[src/rtl/gerenciador_atributos.sv]
// Virtual-pet attribute manager: a prescaler paces updates of hunger, happiness and rest levels driven by the pet state.
// Optional low-level alert comparator enabled by macro GERENCIADOR_ATRIBUTOS_ALERTA_EN.
module gerenciador_atributos #(
  parameter int TICK_DIV  = 50000000,
  parameter int GAIN      = 8,
  parameter int DECAY     = 1,
  parameter int ALERT_LIM = 32
) (
  input  logic       clk,
  input  logic       rst,
  input  logic [3:0] estado,
  output logic [7:0] fome,
  output logic [7:0] felicidade,
  output logic [7:0] sono,
  output logic       tick,
  output logic       alerta
);

  localparam int              CW       = $clog2(TICK_DIV);
  localparam logic [CW-1:0]   CNT_MAX  = CW'(TICK_DIV - 1);
  localparam logic [9:0]      GAIN_W   = 10'(GAIN);
  localparam logic [9:0]      DECAY_W  = 10'(DECAY);
  localparam logic [9:0]      DECAY2_W = 10'(2 * DECAY);

  localparam logic [3:0] ST_DORMINDO   = 4'b0001;
  localparam logic [3:0] ST_COMENDO    = 4'b0010;
  localparam logic [3:0] ST_DANDO_AULA = 4'b0100;
  localparam logic [3:0] ST_MORTO      = 4'b1000;

  if (TICK_DIV < 2 || ALERT_LIM < 0 || ALERT_LIM > 256) begin : g_bad_params
    $error("gerenciador_atributos: illegal TICK_DIV or ALERT_LIM");
  end

  logic [CW-1:0] cnt;
  logic [CW-1:0] cnt_nx;
  logic [7:0]    fome_nx;
  logic [7:0]    felicidade_nx;
  logic [7:0]    sono_nx;

  function automatic logic [7:0] sat_inc(input logic [7:0] v, input logic [9:0] d);
    logic [9:0] s;
    s = {2'b00, v} + d;
    return (s > 10'd255) ? 8'd255 : s[7:0];
  endfunction

  function automatic logic [7:0] sat_dec(input logic [7:0] v, input logic [9:0] d);
    logic [9:0] s;
    s = {2'b00, v} - d;
    return ({2'b00, v} < d) ? 8'd0 : s[7:0];
  endfunction

  // Prescaler next count, wrapping after the tick cycle
  always_comb begin
    if (cnt == CNT_MAX) begin
      cnt_nx = '0;
    end else begin
      cnt_nx = cnt + CW'(1);
    end
  end

  // Attribute next-state; only the tick cycle's closing edge changes anything
  always_comb begin
    fome_nx       = fome;
    felicidade_nx = felicidade;
    sono_nx       = sono;
    if (tick) begin
      case (estado)
        ST_DORMINDO: begin
          fome_nx       = sat_dec(fome, DECAY_W);
          felicidade_nx = sat_dec(felicidade, DECAY_W);
          sono_nx       = sat_inc(sono, GAIN_W);
        end
        ST_COMENDO: begin
          fome_nx       = sat_inc(fome, GAIN_W);
          felicidade_nx = sat_dec(felicidade, DECAY_W);
          sono_nx       = sat_dec(sono, DECAY_W);
        end
        ST_DANDO_AULA: begin
          fome_nx       = sat_dec(fome, DECAY_W);
          felicidade_nx = sat_inc(felicidade, GAIN_W);
          sono_nx       = sat_dec(sono, DECAY2_W);
        end
        ST_MORTO: begin
          fome_nx       = fome;
          felicidade_nx = felicidade;
          sono_nx       = sono;
        end
        default: begin
          fome_nx       = sat_dec(fome, DECAY_W);
          felicidade_nx = sat_dec(felicidade, DECAY_W);
          sono_nx       = sat_dec(sono, DECAY_W);
        end
      endcase
    end else begin
      fome_nx       = fome;
      felicidade_nx = felicidade;
      sono_nx       = sono;
    end
  end

  // Prescaler, tick pulse and attribute registers
  always_ff @(posedge clk) begin
    if (rst) begin
      cnt        <= '0;
      tick       <= 1'b0;
      fome       <= 8'd255;
      felicidade <= 8'd255;
      sono       <= 8'd255;
    end else begin
      cnt        <= cnt_nx;
      tick       <= (cnt_nx == CNT_MAX);
      fome       <= fome_nx;
      felicidade <= felicidade_nx;
      sono       <= sono_nx;
    end
  end

`ifdef GERENCIADOR_ATRIBUTOS_ALERTA_EN
  localparam logic [9:0] LIM_W = 10'(ALERT_LIM);

  // Alert judged on the values being loaded so it moves with the attributes
  always_ff @(posedge clk) begin
    if (rst) begin
      alerta <= 1'b0;
    end else begin
      alerta <= ({2'b00, fome_nx} < LIM_W) |
                ({2'b00, felicidade_nx} < LIM_W) |
                ({2'b00, sono_nx} < LIM_W);
    end
  end
`else
  assign alerta = 1'b0;
`endif

endmodule

[config.mk]
export PLATFORM = sky130hd
export DESIGN_NAME = gerenciador_atributos
export DESIGN_NICKNAME = d
export VERILOG_FILES = /design/src/rtl/gerenciador_atributos.sv
export SDC_FILE = /design/constraint.sdc
export NUM_CORES = 1
export LEC_CHECK = 0
export ABC_AREA = 0
export CAP_MARGIN = 0
export CORE_MARGIN = 4
export CORE_UTILIZATION = 44
export CTS_BUF_LIST = sky130_fd_sc_hd__clkbuf_4
export CTS_CLUSTER_SIZE = 12
export DETAILED_ROUTE_END_ITERATION = 8
export PLACE_DENSITY = 0.66
export SYNTH_ARGS = -nofsm -noshare
export SYNTH_HDL_FRONTEND = slang
export SYNTH_SLANG_ARGS = --single-unit
[constraint.sdc]
create_clock -name clk -period 2.3 [get_ports clk]
set_input_delay 0.46 -clock clk [delete_from_list [all_inputs] [get_ports clk]]
set_output_delay 0.46 -clock clk [all_outputs]
set_load 0.05 [all_outputs]
==> results of run 1 <==
## power breakdown
group	internal, W	leakage [nW]	switching [W]
clock network	0.000224	0.0426	0.000293
logic	0.0000567	1.30	0.0000734
registers	0.000891	0.409	0.00000687
total	0.00117	1.75	0.000373
## area by class of cell
cell class / instances / area [sq um]
clock buffer: 5 / 37.5
tap: 102 / 128
clock inverter: 3 / 38.8
inverter: 23 / 86.3
multi-input combinational: 364 / 2470
sequential: 51 / 1030
timing repair buffer: 83 / 706
fill: 762 / 3380
## cells by family after synthesis
kind of cell	count (synthesis)	synth area share (%)
xor gates and xnor gates	27	6.47
and+or+nand+nor	191	31.3
DFF	51	28.0
adders and majority gates	19	6.51
muxes	2	0.548
AOI/OAI and AO/OA	124	22.2
other	1	0.103
buffers and inverters	45	4.90
## what timing repair did
item,CTS,global route
hold endpoints to repair,0,0
setup endpoints to repair,2,7
pin swaps,0,1
gates resized for setup,2,7
## sequential cells by signal, indices dropped and copies added (netlist names)
register    cells
fome            8
felicidade      8
cnt            26
sono            8
tick            1
## worst paths after layout
| kind | startpoint | endpoint | cells after the start |
|---|---|---|---|
| min | cnt[0]$_SDFF_PP0_ | cnt[0]$_SDFF_PP0_ | 1 |
| max reg2reg | sono[1]$_SDFFE_PP1P_ | sono[3]$_SDFFE_PP1P_ | 10 |
| min reg2reg | cnt[0]$_SDFF_PP0_ | cnt[0]$_SDFF_PP0_ | 1 |
| max | sono[3]$_SDFFE_PP1P_ | sono[3] | 1 |
## routing by layer
layer	track usage, %	vias up	part of all wire [%]	wire length [um]
met5	0	-	0	0
met4	4.83	0	1.3	120
met3	2.95	12	4.9	455
met2	30.8	108	46	4260
met1	25.5	1728	48	4430
li1	-	1835	-	-
## per-stage QoR
step,instances,utilization (%),setup TNS [ns],setup slack (ns),cell area [sq um]
6_report,631,57.1,0,0.0369,4500
5_1_grt,631,57.1,0,0.00287,4500
4_1_cts,631,56.8,0,0.00585,4480
3_5_place_dp,623,55.9,-3.01,-0.291,4410
3_3_place_gp,623,55.9,-2.54,-0.251,4410
2_1_floorplan,460,-,-0.00744,-0.00744,3670
## layout by cell type, fill, tap and decap left out, types with 4 or more instances in the layout
cell / n
buf_4: 53
dfxtp_1: 42
nor2_1: 39
o21ai_0: 36
nand2_1: 32
a21oi_1: 27
nand3_1: 25
clkdlybuf4s50_1: 24
inv_1: 23
ha_1: 19
xor2_1: 14
nor3_1: 14
xnor2_1: 13
nand4_1: 9
dfxtp_2: 9
nor2b_1: 7
nand2b_1: 6
nor4_1: 6
a31oi_1: 6
and2_1: 5
or2_2: 5
o31ai_1: 5
o22ai_1: 5
o211ai_1: 5
clkbuf_4: 5
nand4b_1: 4
nor4b_1: 4
or3_1: 4
a22oi_1: 4
dlymetal6s2s_1: 4
==> metrics.yaml, run 1 <==
timing:
  period_share_pct: 98.4
  slew_headroom_pct: 66.4
  tightestPinTransition_ns: 0.503
  drv_slew: 0
  rsz0062_at_grt: "no"
  hold_viol: 0
  min_period_ns: 2.26
  fmax_mhz: 442
  hold_slack_ns: 0.511
  setup_viol: 0
  fin_skew_ns: 0.0213
clock_network:
  clock_latency_ns: 0.37
  post_cts_buffers: 0
  htreeDepth: 2
  cts_hold_buffers: 0
  cts_tree: "built"
  cts.sinks: 51
  numCtsBuffers: 5
  clock-root-buffer: "clkbuf_4"
  cts_buffer_depth: 2
  clk_pin_slew_ns: 0.16
synth:
  netlist_top_cells_area: "dfxtp_1 (28%), ha_1 (6.5%), o21ai_0 (5.1%)"
  yosysMostFrequentCell: "dfxtp_1"
  ys_warn_count: 0
  async_reset_ff_share_pct: 0
  synthTopCellsByCount: "dfxtp_1 (51), nor2_1 (39), o21ai_0 (37), nand2_1 (32), a21oi_1 (27)"
  synth_largest_area_cell: "dfxtp_1"
  syn_nets: 485
  ys_ff_latch: 51
  synth_ff_type: "dfxtp_1"
  synthesis.instances: 460
  syn_area_per_cell_sq_um: 7.94
  syn_area_sq_mm: 0.00365
  synthDistinctLibCells: 72
  synth_edf_count: 0
  yosysSeqAreaShare_pct: 28.0
  synth_top_area_share_pct: 28.0
worst_setup_path:
  cp_slowest_cell: "clkdlybuf4s50_1"
  crit_path_max_incr_delay_ns: 0.87
  critical_path_required_ns: 1.84
  crit_path_end_kind: "output port"
  critical_path.cell_chain: "clkdlybuf4s50_1"
  critPathTopFamily: "buffers and inverters"
  cp-start-kind: "flop"
  worstPathArrival_ns: 1.80
  worstSetupPathType: "reg2out"
  crit_fanout: 10
  ff2ff_setup_slack_ns: 0.12
  cp.buffers_inverters: 1
detailed_routing:
  wirelength_mm: 9.27
  postRouteAntennaNets: 0
  drc_errors: 0
  drtPass1Iterations: 5
  viasPerCell: 5.84
  wl_per_cell_um: 14.7
  drt_iter0_drc: 206
  vias: 3683
place:
  dpl.hpwl_mm: 6.97
  port_buffers: 30
  gp_congestion: 0.912
finish:
  n_antenna_cell: 0
  drive_gt1_share_pct: 17.8
  area_growth_pct: 23.3
  num-nets-final: 553
die:
  die_area_sq_mm: 0.00982
  num_rows: 32
  die_x_um: 99.1
  num_io_pins: 32
  core_sq_mm: 0.00789
  die_h_um: 99.1
  start_util_pct: 46.3
flow_run:
  drv_cap: 0
global_route:
  antenna_found_initial: 0
  gr-total-overflow: 0
  grt_util_all_layers_pct: 18.7
  grt_pass1_wl_mm: 15.7
  grt_max_degree: 25
  grt_pass1_vias: 3344
outcome:
  status: "completed"
pwr:
  power_w: 0.00155
  leakage_nw: 1.75
  ir_drop_mv: 0.297
  pwr_density_cell_mw_per_mm2: 343
hold_path:
  hp-class: "reg2reg"
Note: power is estimated with default switching activity, not from simulation.
==> run 2: changes to the inputs <==
Settings changed: CTS_CLUSTER_DIAMETER set to 60, CTS_CLUSTER_SIZE 12 to 14.
==> results of run 2 <==
Same layout as run 1: the final DEF is identical, and so are final timing and power.
==> run 3: changes to the inputs <==
Settings changed: TNS_END_PERCENT set to 20.
==> run 3 against run 2 <==
Worst hold slack better by 0.0031 ns. Cell count grew 0.79%. Sequential power grew 0.4%. Combinational power barely moved. Worst setup slack improved by 0.031 ns. Count of clock-buffer cells in the layout unchanged. Critical path type unchanged. Critical endpoint is now sono[2].
==> metrics.yaml, run 3 (synthesized netlist as in run 1, its figures left out) <==
outcome:
  status: "completed"
pwr:
  leakage_nw: 1.74  # -0.51%
  switching_share_pct: 26.5  # +2.3 points
  p_comb_share_pct: 8.8  # +0.4 points
  p_switching_w: 0.000384  # +2.8%
  ir_drop_mv: 0.204  # -32%
  internal_power_w: 0.00107  # -9.1%
  pwr_density_cell_mw_per_mm2: 319  # -7.1%
  power.share.clock_pct: 28.9  # -4.6 points
  seq_power_share_pct: 62.2  # +4.1 points
timing:
  slew_headroom_pct: 65.7  # -0.66 points
  fin_tns_setup_ns: 0  # unchanged
  drv_slew: 0  # unchanged
  min_period_ns: 2.23  # -0.0311 ns
  fmax_mhz: 448  # +1.4%
  rsz0062_at_grt: "yes"
  fin_skew_ns: 0.0167  # -0.00467 ns
  tightestPinTransition_ns: 0.513  # +0.00996 ns
  period_share_pct: 97.0  # -1.4 points
  setup_viol: 0  # unchanged
  hold_viol: 0  # unchanged
place:
  port_buffers: 30  # unchanged
  gp_congestion: 0.881  # -3.4%
  dpl.hpwl_mm: 7.19  # +3.1%
clock_network:
  cts_tree: "built"
  cts_buffer_depth: 2  # unchanged
  htreeDepth: 2  # unchanged
  numCtsBuffers: 5  # unchanged
  post_cts_buffers: 0  # unchanged
  clk_pin_slew_ns: 0.16  # about the same
  clock_latency_ns: 0.37  # about the same
  cts.sinks: 51  # unchanged
  clock-root-buffer: "clkbuf_4"
finish:
  area_growth_pct: 24.5
  top_register: "cnt"
  num-nets-final: 558  # +0.90%
  layout_common_cells: "buf_4 (57), dfxtp_1 (47), nor2_1 (39)"
  drive_gt1_share_pct: 18.4  # +0.58 points
  n_antenna_cell: 0  # unchanged
  fin_util_pct: 57.7  # +0.57 points
  final_common_cell: "buf_4"
  largest_reg_flops: 26  # unchanged
global_route:
  antenna_found_initial: 0  # unchanged
  grt_pass1_vias: 3491  # +4.4%
  grt_max_degree: 26  # +4.0%
  gr-total-overflow: 0  # unchanged
  grt_pass1_wl_mm: 16.1  # +2.5%
  grt_util_all_layers_pct: 19.2  # +0.46 points
detailed_routing:
  vias: 3716  # +0.90%
  drt_iter0_drc: 173  # -16%
  postRouteAntennaNets: 0  # unchanged
  drc_errors: 0  # unchanged
  wl_per_cell_um: 14.9  # +1.6%
  wirelength_mm: 9.49  # +2.4%
  drtPass1Iterations: 4  # -1
  viasPerCell: 5.84  # +0.10%
worst_setup_path:
  rr_startpoint: "sono[0]$_SDFFE_PP1P_"
  r2r_end: "sono[3]$_SDFFE_PP1P_"
  crit_fanout: 9  # -1
  crit_path_end_kind: "output port"
  crit_path_max_incr_delay_ns: 0.87  # about the same
  timing.critical_path.from: "sono[2]$_SDFFE_PP1P_"
  worstPathArrival_ns: 1.77  # -0.03 ns
  cp-start-kind: "flop"
  critPathTopFamily: "buffers and inverters"
  cp_slowest_cell: "clkdlybuf4s50_1"
  worstSetupPathType: "reg2out"
  critical_path.cell_chain: "clkdlybuf4s50_1"
  reg2reg_depth: 10  # unchanged
  ff2ff_setup_slack_ns: 0.11  # about the same
  cp.buffers_inverters: 1  # unchanged
  critical_path_required_ns: 1.84  # about the same
die:
  die_area_sq_mm: 0.00982  # unchanged
  num_rows: 32  # unchanged
  num_io_pins: 32  # unchanged
  start_util_pct: 46.3  # unchanged
  core_sq_mm: 0.00789  # unchanged
  die_x_um: 99.1  # unchanged
  die_h_um: 99.1  # unchanged
hold_path:
  min_to: "cnt[0]$_SDFF_PP0_"
  worstHoldPathCells: 1  # unchanged
  hp-start: "cnt[0]$_SDFF_PP0_"
  hp-class: "reg2reg"
flow_run:
  drv_cap: 0  # unchanged
-- run 3: cell count changes in the layout (fill, tap and decap cells not counted), sizes merged --
cell          previous run  this run
clkinv                   2         1
bufinv                   1         0
dlygate4sd2              2         1
dlymetal6s2s             4         5
buf                     53        58
clkinvlp                 0         2
-- run 3: layout make-up --
cell class              instances  area [sq um]
clock buffers                   5          37.5
clock inverters                 3          20.0
fillers                       741          3340
inverters                      23          86.3
multi-input cells             364          2490
flip-flops and latches         51          1030
well taps                     102           128
repair buffers                 88           759
-- run 3: routing by layer --
| layer | wire length [um] | share of wire (%) | global-route usage [%] | vias up |
|---|---|---|---|---|
| met5 | 0 | 0 | 0 | - |
| met4 | 87 | 0.92 | 4.73 | 0 |
| met3 | 566 | 6.0 | 3.02 | 11 |
| met2 | 4470 | 47 | 32.2 | 118 |
| met1 | 4360 | 46 | 25.7 | 1749 |
| li1 | - | - | - | 1838 |
-- run 3: how the worst max path moves through the flow --
stage / slack [ns] / cells past startpoint / end
after floorplan: -0.09 / 8 / fome[2]$_SDFFE_PP1P_
after global placement: -0.25 / 7 / sono[3]$_SDFFE_PP1P_
after global routing: -0.02 / 1 / fome[4]
after detailed placement: -0.28 / 6 / felicidade[6]$_SDFFE_PP1P_
final: 0.07 / 1 / sono[2]
after CTS: 0.01 / 2 / sono[4]
-- run 3: what timing repair did --
action / 4_1_cts / 5_1_grt
setup endpoints to repair: 1 / 11
resized for setup: 1 / 13
pin swaps: 0 / 1
hold buffers: 0 / 0
-- run 3: power by group through the flow --
| stage | sequential, W | combinational [W] | clock [W] |
|---|---|---|---|
| 3_3_place_gp | 0.000920 | 0.000125 | 0 |
| 4_1_cts | 0.000902 | 0.000128 | 0.000432 |
| 5_1_grt | 0.000905 | 0.000139 | 0.000465 |
| 2_1_floorplan | 0.000929 | 0.0000614 | 0 |
| 3_5_place_dp | 0.000921 | 0.000127 | 0 |
| 6_report | 0.000902 | 0.000128 | 0.000420 |
-- run 3: stage by stage --
stage	instance area [sq um]	power, W	setup slack (ns)	hold WS [ns]	std cells
global placement	4450	0.00105	-0.252	0.474	628
CTS	4510	0.00146	0.0117	0.514	636
global route	4550	0.00151	-0.0175	0.581	636
floorplan	3660	0.000990	-0.0865	0.448	460
detailed placement	4450	0.00105	-0.284	0.482	628
finish	4550	0.00145	0.0680	0.514	636
